## src/rtl/mem_responder_if.sv

```systemverilog
// Request/response handshake between the LC-3 control FSM (master) and the
// memory responder (slave). The request fields are held by the master until R.
interface mem_responder_if;
  logic        MEM_EN;
  logic        WE;
  logic [15:0] MAR;
  logic [15:0] MDR;
  logic [15:0] MDR_In;
  logic        R;

  modport master (output MEM_EN, WE, MAR, MDR, input MDR_In, R);
  modport slave  (input MEM_EN, WE, MAR, MDR, output MDR_In, R);
endinterface

```

## src/rtl/mem_responder.sv

```systemverilog
// Memory-side responder for the LC-3 MAR/MDR interface. It drives an async
// SRAM with WAIT_CYCLES (1..15) strobe cycles per access, returns read data on
// MDR_In and gives a single-cycle R pulse. Address IO_ADDR is a memory-mapped
// port: reads return the switches S, and writes load HEX_DATA.
//
// Optional build macro MEM_WRITE_PROTECT_EN: non-I/O writes below 16'h3000 are
// refused without touching the SRAM, still acknowledged, and they set the
// sticky PROT_ERR output.
//
// state   | meaning
// --------+--------------------------------------------------------------
// IDLE    | waiting for MEM_EN; the request is latched on acceptance
// ACCESS  | SRAM strobes active, wait counter running down to zero
// RESP    | R high for this one cycle, strobes released
// RELEASE | waiting for MEM_EN to drop so a held request is not re-run
module mem_responder #(
  parameter int unsigned WAIT_CYCLES = 2,
  parameter logic [15:0] IO_ADDR     = 16'hFFFF
) (
  input  logic           Clk,
  input  logic           Reset,
  mem_responder_if.slave bus,
  input  logic [15:0]    S,
  output logic [15:0]    HEX_DATA,
  output logic [19:0]    SRAM_ADDR,
  output logic [15:0]    SRAM_D_OUT,
  input  logic [15:0]    SRAM_D_IN,
  output logic           SRAM_DQ_OE,
  output logic           SRAM_CE_N,
  output logic           SRAM_OE_N,
  output logic           SRAM_WE_N
`ifdef MEM_WRITE_PROTECT_EN
  ,
  output logic           PROT_ERR
`endif
);

  typedef enum logic [1:0] {
    IDLE    = 2'd0,
    ACCESS  = 2'd1,
    RESP    = 2'd2,
    RELEASE = 2'd3
  } state_t;

  // Counter reload; the last strobe cycle is the one where the count is zero.
  localparam logic [3:0] WAIT_LOAD = 4'(WAIT_CYCLES - 1);

`ifdef MEM_WRITE_PROTECT_EN
  localparam logic [15:0] PROT_LIMIT = 16'h3000;
`endif

  state_t     state;
  logic [3:0] wait_cnt;
  logic       we_q;

  // Single-process FSM. SRAM_ADDR and SRAM_D_OUT double as the latched copies
  // of MAR and MDR, so later changes on the request bus cannot leak in.
  always_ff @(posedge Clk) begin
    if (Reset) begin
      state      <= IDLE;
      wait_cnt   <= 4'd0;
      we_q       <= 1'b0;
      bus.R      <= 1'b0;
      bus.MDR_In <= 16'h0000;
      HEX_DATA   <= 16'h0000;
      SRAM_ADDR  <= 20'h00000;
      SRAM_D_OUT <= 16'h0000;
      SRAM_DQ_OE <= 1'b0;
      SRAM_CE_N  <= 1'b1;
      SRAM_OE_N  <= 1'b1;
      SRAM_WE_N  <= 1'b1;
`ifdef MEM_WRITE_PROTECT_EN
      PROT_ERR   <= 1'b0;
`endif
    end else begin
      bus.R <= 1'b0;
      case (state)
        IDLE: begin
          if (bus.MEM_EN) begin
            we_q <= bus.WE;
            if (bus.MAR == IO_ADDR) begin
              // I/O port: completes immediately, SRAM stays untouched.
              state <= RESP;
              bus.R <= 1'b1;
              if (bus.WE) begin
                HEX_DATA <= bus.MDR;
              end else begin
                bus.MDR_In <= S;
              end
            end
`ifdef MEM_WRITE_PROTECT_EN
            else if (bus.WE && (bus.MAR < PROT_LIMIT)) begin
              // Refused write: acknowledged like I/O but flagged.
              state    <= RESP;
              bus.R    <= 1'b1;
              PROT_ERR <= 1'b1;
            end
`endif
            else begin
              state     <= ACCESS;
              wait_cnt  <= WAIT_LOAD;
              SRAM_ADDR <= {4'b0000, bus.MAR};
              SRAM_CE_N <= 1'b0;
              if (bus.WE) begin
                SRAM_WE_N  <= 1'b0;
                SRAM_DQ_OE <= 1'b1;
                SRAM_D_OUT <= bus.MDR;
              end else begin
                SRAM_OE_N <= 1'b0;
              end
            end
          end
        end

        ACCESS: begin
          if (wait_cnt == 4'd0) begin
            state      <= RESP;
            bus.R      <= 1'b1;
            SRAM_CE_N  <= 1'b1;
            SRAM_OE_N  <= 1'b1;
            SRAM_WE_N  <= 1'b1;
            SRAM_DQ_OE <= 1'b0;
            if (!we_q) begin
              bus.MDR_In <= SRAM_D_IN;
            end
          end else begin
            wait_cnt <= wait_cnt - 4'd1;
          end
        end

        RESP: begin
          state <= RELEASE;
        end

        RELEASE: begin
          if (!bus.MEM_EN) begin
            state <= IDLE;
          end
        end

        default: begin
          state <= IDLE;
        end
      endcase
    end
  end

endmodule

```

## src/flat_wrapper.sv

```systemverilog
// flat-port wrapper written by rule: the top's interface ports become plain ports
module mem_responder_flat 
#(
  parameter int unsigned WAIT_CYCLES = 2,
  parameter logic [15:0] IO_ADDR     = 16'hFFFF
)
  (Clk, Reset, S, HEX_DATA, SRAM_ADDR, SRAM_D_OUT, SRAM_D_IN, SRAM_DQ_OE, SRAM_CE_N, SRAM_OE_N, SRAM_WE_N, bus_MEM_EN, bus_WE, bus_MAR, bus_MDR, bus_MDR_In, bus_R);
  mem_responder_if bus_i ();
  input  logic Clk;
  input  logic Reset;
  input  logic [15:0] S;
  output logic [15:0] HEX_DATA;
  output logic [19:0] SRAM_ADDR;
  output logic [15:0] SRAM_D_OUT;
  input  logic [15:0] SRAM_D_IN;
  output logic SRAM_DQ_OE;
  output logic SRAM_CE_N;
  output logic SRAM_OE_N;
  output logic SRAM_WE_N;
  input wire logic [$bits(bus_i.MEM_EN)-1:0] bus_MEM_EN;
  input wire logic [$bits(bus_i.WE)-1:0] bus_WE;
  input wire logic [$bits(bus_i.MAR)-1:0] bus_MAR;
  input wire logic [$bits(bus_i.MDR)-1:0] bus_MDR;
  output wire logic [$bits(bus_i.MDR_In)-1:0] bus_MDR_In;
  output wire logic [$bits(bus_i.R)-1:0] bus_R;
  assign bus_i.MEM_EN = bus_MEM_EN;
  assign bus_i.WE = bus_WE;
  assign bus_i.MAR = bus_MAR;
  assign bus_i.MDR = bus_MDR;
  assign bus_MDR_In = bus_i.MDR_In;
  assign bus_R = bus_i.R;
  mem_responder #(.WAIT_CYCLES(WAIT_CYCLES), .IO_ADDR(IO_ADDR)) u_core (.Clk(Clk), .Reset(Reset), .bus(bus_i), .S(S), .HEX_DATA(HEX_DATA), .SRAM_ADDR(SRAM_ADDR), .SRAM_D_OUT(SRAM_D_OUT), .SRAM_D_IN(SRAM_D_IN), .SRAM_DQ_OE(SRAM_DQ_OE), .SRAM_CE_N(SRAM_CE_N), .SRAM_OE_N(SRAM_OE_N), .SRAM_WE_N(SRAM_WE_N));
endmodule
```

## config.mk

```make
export PLATFORM = sky130hd
export DESIGN_NAME = mem_responder_flat
export DESIGN_NICKNAME = d
export VERILOG_FILES = /design/src/rtl/mem_responder_if.sv /design/src/rtl/mem_responder.sv /design/src/flat_wrapper.sv
export SDC_FILE = /design/constraint.sdc
export NUM_CORES = 1
export LEC_CHECK = 0
export ABC_AREA = 0
export BUFFER_PORTS_ARGS = -buffer_cell sky130_fd_sc_hd__buf_2
export CORE_MARGIN = 2
export CORE_UTILIZATION = 48
export DETAILED_ROUTE_END_ITERATION = 7
export HOLD_SLACK_MARGIN = 0.15
export PLACE_DENSITY = 0.86
export REMOVE_ABC_BUFFERS = 1
export SLEW_MARGIN = 10
export SYNTH_ARGS = -nofsm -noshare
export SYNTH_HDL_FRONTEND = slang
export SYNTH_SLANG_ARGS = --single-unit
```

## constraint.sdc

```tcl
create_clock -name Clk -period 2.08 [get_ports Clk]
set_input_delay 0.208 -clock Clk [delete_from_list [all_inputs] [get_ports Clk]]
set_output_delay 0.208 -clock Clk [all_outputs]
set_load 0.05 [all_outputs]
```

==> metrics.md <==
| Metric | Value |
|---|---|
| Worst Path Max Fanout | 32 |
| Filler cell count in the final layout | ~540 |
| Wire length of the first global-routing pass | around 15 mm |
| Total power per unit cell area | approximately 1200 nW/um^2 |
| Clock tree from TritonCTS | yes |
| Sequential fraction of the synthesis area | 45.6% |
| Cell area after synthesis | 3340 um^2 |
| Largest net degree at the start of global routing | 40 |
| Vias in the first global route | roughly 3300 |
| Initial DRT Pass Iterations | 4 |
| Most frequent standard cell in the layout excluding fill and tap cells | sky130_fd_sc_hd__buf_2 |
| Number of clock buffers inserted by TritonCTS | 9 |
| IO Count | 141 |
| Fin area | about 4700 um^2 |
| Root Buffer Master | sky130_fd_sc_hd__clkbuf_8 |
| Static power due to leakage | ~2.1 nW |
| Highest-count cells in the layout ignoring fill and taps | 136 x sky130_fd_sc_hd__buf_2, 75 x sky130_fd_sc_hd__dfxtp_1, 70 x sky130_fd_sc_hd__a21oi_1 |
| DR WL met3 | around 590 um |
| Area growth from synthesis to layout | 41.4% |
| Via total after detailed routing | about 3500 |
| Critical path data arrival time | between 2000 and 2500 ps |
| Register Area | 1520 um^2 |
| Total clock sinks | 76 |
| Overall fraction of global-route tracks in use | between 20 and 30% |
| Required time at the endpoint of the critical path | between 2000 and 2500 ps |
| X dimension of the die | between 80 and 90 um |
| Post-route fraction of the period consumed by the critical path | between 90% and 100% |
| WL per Instance | about 15 um |
| Worst min-delay path category | in -> reg |
| Clock-pin slew on the worst setup and hold paths | roughly 80 ps |
| Die Area | 7640 um^2 |
| DRC violation count after routing | 0 |
| Weighted congestion at the end of routability-driven global placement | about 0.9 |
| Highest routing layer actually used | met4 |
| Number of antenna violations at the first check in global routing | 0 |
| Biggest cell delay along the critical path | just over 600 ps |
| End of the critical path | u_core.HEX_DATA[10] |
| Final nets | roughly 630 |
| Diode insertion count for antenna repair | 0 |
| Hpwl dp | between 6 and 7 mm |
| Setup crit end kind | register |
| Minimum clock period | approximately 2000 ps |
| Post-synthesis sequential element count | 76 |
| Number of nets still failing antenna checks after routing | 0 |
| Layout cell share with drive strength beyond 1 | between 30% and 40% |
| Clock Tree Buf Depth | 2 |
| Total congestion overflow after global routing | 0 |
| Met1 wire length | slightly above 4 mm |
| Cell taking the most area after synthesis | sky130_fd_sc_hd__dfxtp_1 |
| Standard cell core area | ~6800 um^2 |
| Max Clk Rate | roughly 0.50 GHz |
| Area share of the largest cell type after synthesis | ~46% |
| CP cell instances | dlygate4sd3_1 > buf_2 > nand4_4 > or4_4 > buf_4 > o21ai_0 > a21oi_1 |
| Worst hold slack after final layout | 189 ps |
| Async SR Flop Fraction | 0% |
| Avg Vias per Cell | 5.49 |
| WL met2 | a little under 5 mm |
| Post-Route Utilization | 69.9% |
| Final setup margin | 73.2 ps |
| Relative slew margins | between 60% and 70% |
| Sum of negative setup slack | 0 ps |
| Path depth of the worst reg2reg path | 7 |
| RSZ-0062 raised after global routing | false |
| Final clock skew | 11.1 ps |
| Pin slew with the least headroom to its limit | around 460 ps |
| Detailed router's first-iteration violation count | around 220 |
| Final setup fails | 0 |
| Quantity of I/O buffers inserted on ports | roughly 140 |
| DP Area | 4130 um^2 |
| Reported max-cap violation count | 0 |
| Number of distinct library cell variants in the gate-level netlist after synthesis | between 40 and 50 |
| Final hold viol count | 0 |
| Beginning of the worst register-to-register path | u_core.state[1] |
| Starting density of the core | 49.4% |
| Mean instance size in the synthesized netlist | ~8.6 um^2 |
| Total number of placement rows | 30 |
| IR drop worst, VDD | between 0.0007 and 0.0008 V |
| CP startpoint kind | primary input |
| Main area contributors after synthesis | sky130_fd_sc_hd__dfxtp_1 46%, sky130_fd_sc_hd__a21oi_1 10%, sky130_fd_sc_hd__nand2_1 6.1% |
| Overall die height | 87.4 um |
| Pre-CTS WS | roughly 87 ps |
| CTS H-Tree Depth | 3 |
| Wire length after detailed routing | around 10 mm |
| Top flip-flop cell by instance count after synthesis | sky130_fd_sc_hd__dfxtp_1 |
| Master of the slowest instance on the critical path | sky130_fd_sc_hd__or4_4 |
| Synthesis Warnings | 0 |
| CP Class | in -> reg |
| Insertion delay to the later sink of the worst-skew pair | about 360 ps |
| Register-to-Register Setup Slack | between 200 and 250 ps |
| Result of the run | complete, no violations |
| Count of final max-slew check failures | 0 |
| Total area of multi-input combinational cells | 1660 um^2 |
| CP Launch Point | bus_MAR[0] |
| Count of flip-flops with a built-in enable after synthesis | 0 |
| Capturing point of the worst reg2reg path | u_core.SRAM_ADDR[12] |
| Gate Count Post-Synth | just under 400 |
-- cells by family (layout without fill, tap and decap cells) --
logic type                 Yosys count  count (layout)  synth area share (%)
AOI/OAI and AO/OA                  140             140                  27.4
adders and majority gates            6               6                  2.25
buffers and inverters               45             217                  6.18
DFF                                 76              76                  45.6
muxes                                2               2                 0.599
other                                1               4                 0.112
and+or+nand+nor                    120             120                  17.9
-- routing by layer --
layer,track usage (%),vias up
met2,43.9,131
met1,31.4,1642
met5,0,-
met3,6.45,16
met4,8.39,0
li1,-,1752
-- worst max-delay path, delay by kind of cell --
family | cells | cell delay [ps]
compound gates | 2 | 300
simple gates | 2 | 800
buf+inv | 3 | 910
-- registers in the layout, summed over array words and instances, names as in the netlist --
register           count
u_core.bus.R           1
u_core.wait_cnt        4
u_core.SRAM_WE_N       1
u_core.HEX_DATA       16
u_core.SRAM_ADDR      16
u_core.we_q            1
u_core.SRAM_D_OUT     16
u_core.SRAM_OE_N       1
u_core.SRAM_CE_N       1
u_core.state           2
u_core.bus.MDR_In     16
u_core.SRAM_DQ_OE      1
-- where the power goes --
part           switching, mW  internal (mW)
registers              0.151           1.70
clock network          0.557          0.591
logic                   1.82          0.951
total                   2.53           3.24
-- Yosys cell counts (all sizes together), types with 3 or more instances --
| cell type | number |
|---|---|
| o21ai | 17 |
| nand4 | 5 |
| buf | 18 |
| nand3 | 36 |
| o22ai | 16 |
| nor4 | 3 |
| a21oi | 71 |
| dfxtp | 76 |
| clkbuf | 19 |
| inv | 8 |
| nand2 | 54 |
| a211oi | 16 |
| ha | 6 |
| o41ai | 4 |
| a221oi | 3 |
| nor2 | 8 |
-- stage by stage --
step / instances / total power [mW]
floorplan: 356 / 3.67
global placement: 595 / 4.40
detailed placement: 595 / 4.47
CTS: 643 / 5.65
global route: 645 / 6.10
finish: 645 / 5.77
-- how the worst min path moves through the flow --
| stage | from | endpoint | cells after the start |
|---|---|---|---|
| final | SRAM_D_IN[6] | u_core.bus.MDR_In[6] | 3 |
| after global routing | SRAM_D_IN[13] | u_core.bus.MDR_In[13] | 3 |
| after CTS | SRAM_D_IN[6] | u_core.bus.MDR_In[6] | 3 |
| after detailed placement | u_core.SRAM_D_OUT[8] | u_core.SRAM_D_OUT[8] | 2 |
| after global placement | u_core.SRAM_D_OUT[0] | u_core.SRAM_D_OUT[0] | 2 |
| after floorplan | Reset | u_core.HEX_DATA[0] | 1 |
-- what timing repair did --
| action | in CTS | in global routing |
|---|---|---|
| buffers inserted | 0 | 2 |
| hold buffers | 32 | 0 |
| resized for setup | 0 | 7 |
| endpoints found under the setup margin | 0 | 33 |
| hold endpoints to repair | 48 | 0 |
-- layout make-up --
cell class                      instances  area share [%]
Clock buffer                           11            2.99
Clock inverter                          5            1.27
Inverter                                8           0.636
Multi-Input combinational cell        272            35.0
Sequential cell                        76            32.2
Tap cell                               80            2.12
Timing Repair Buffer                  193            25.7
Power figures use the tool's default switching activity.
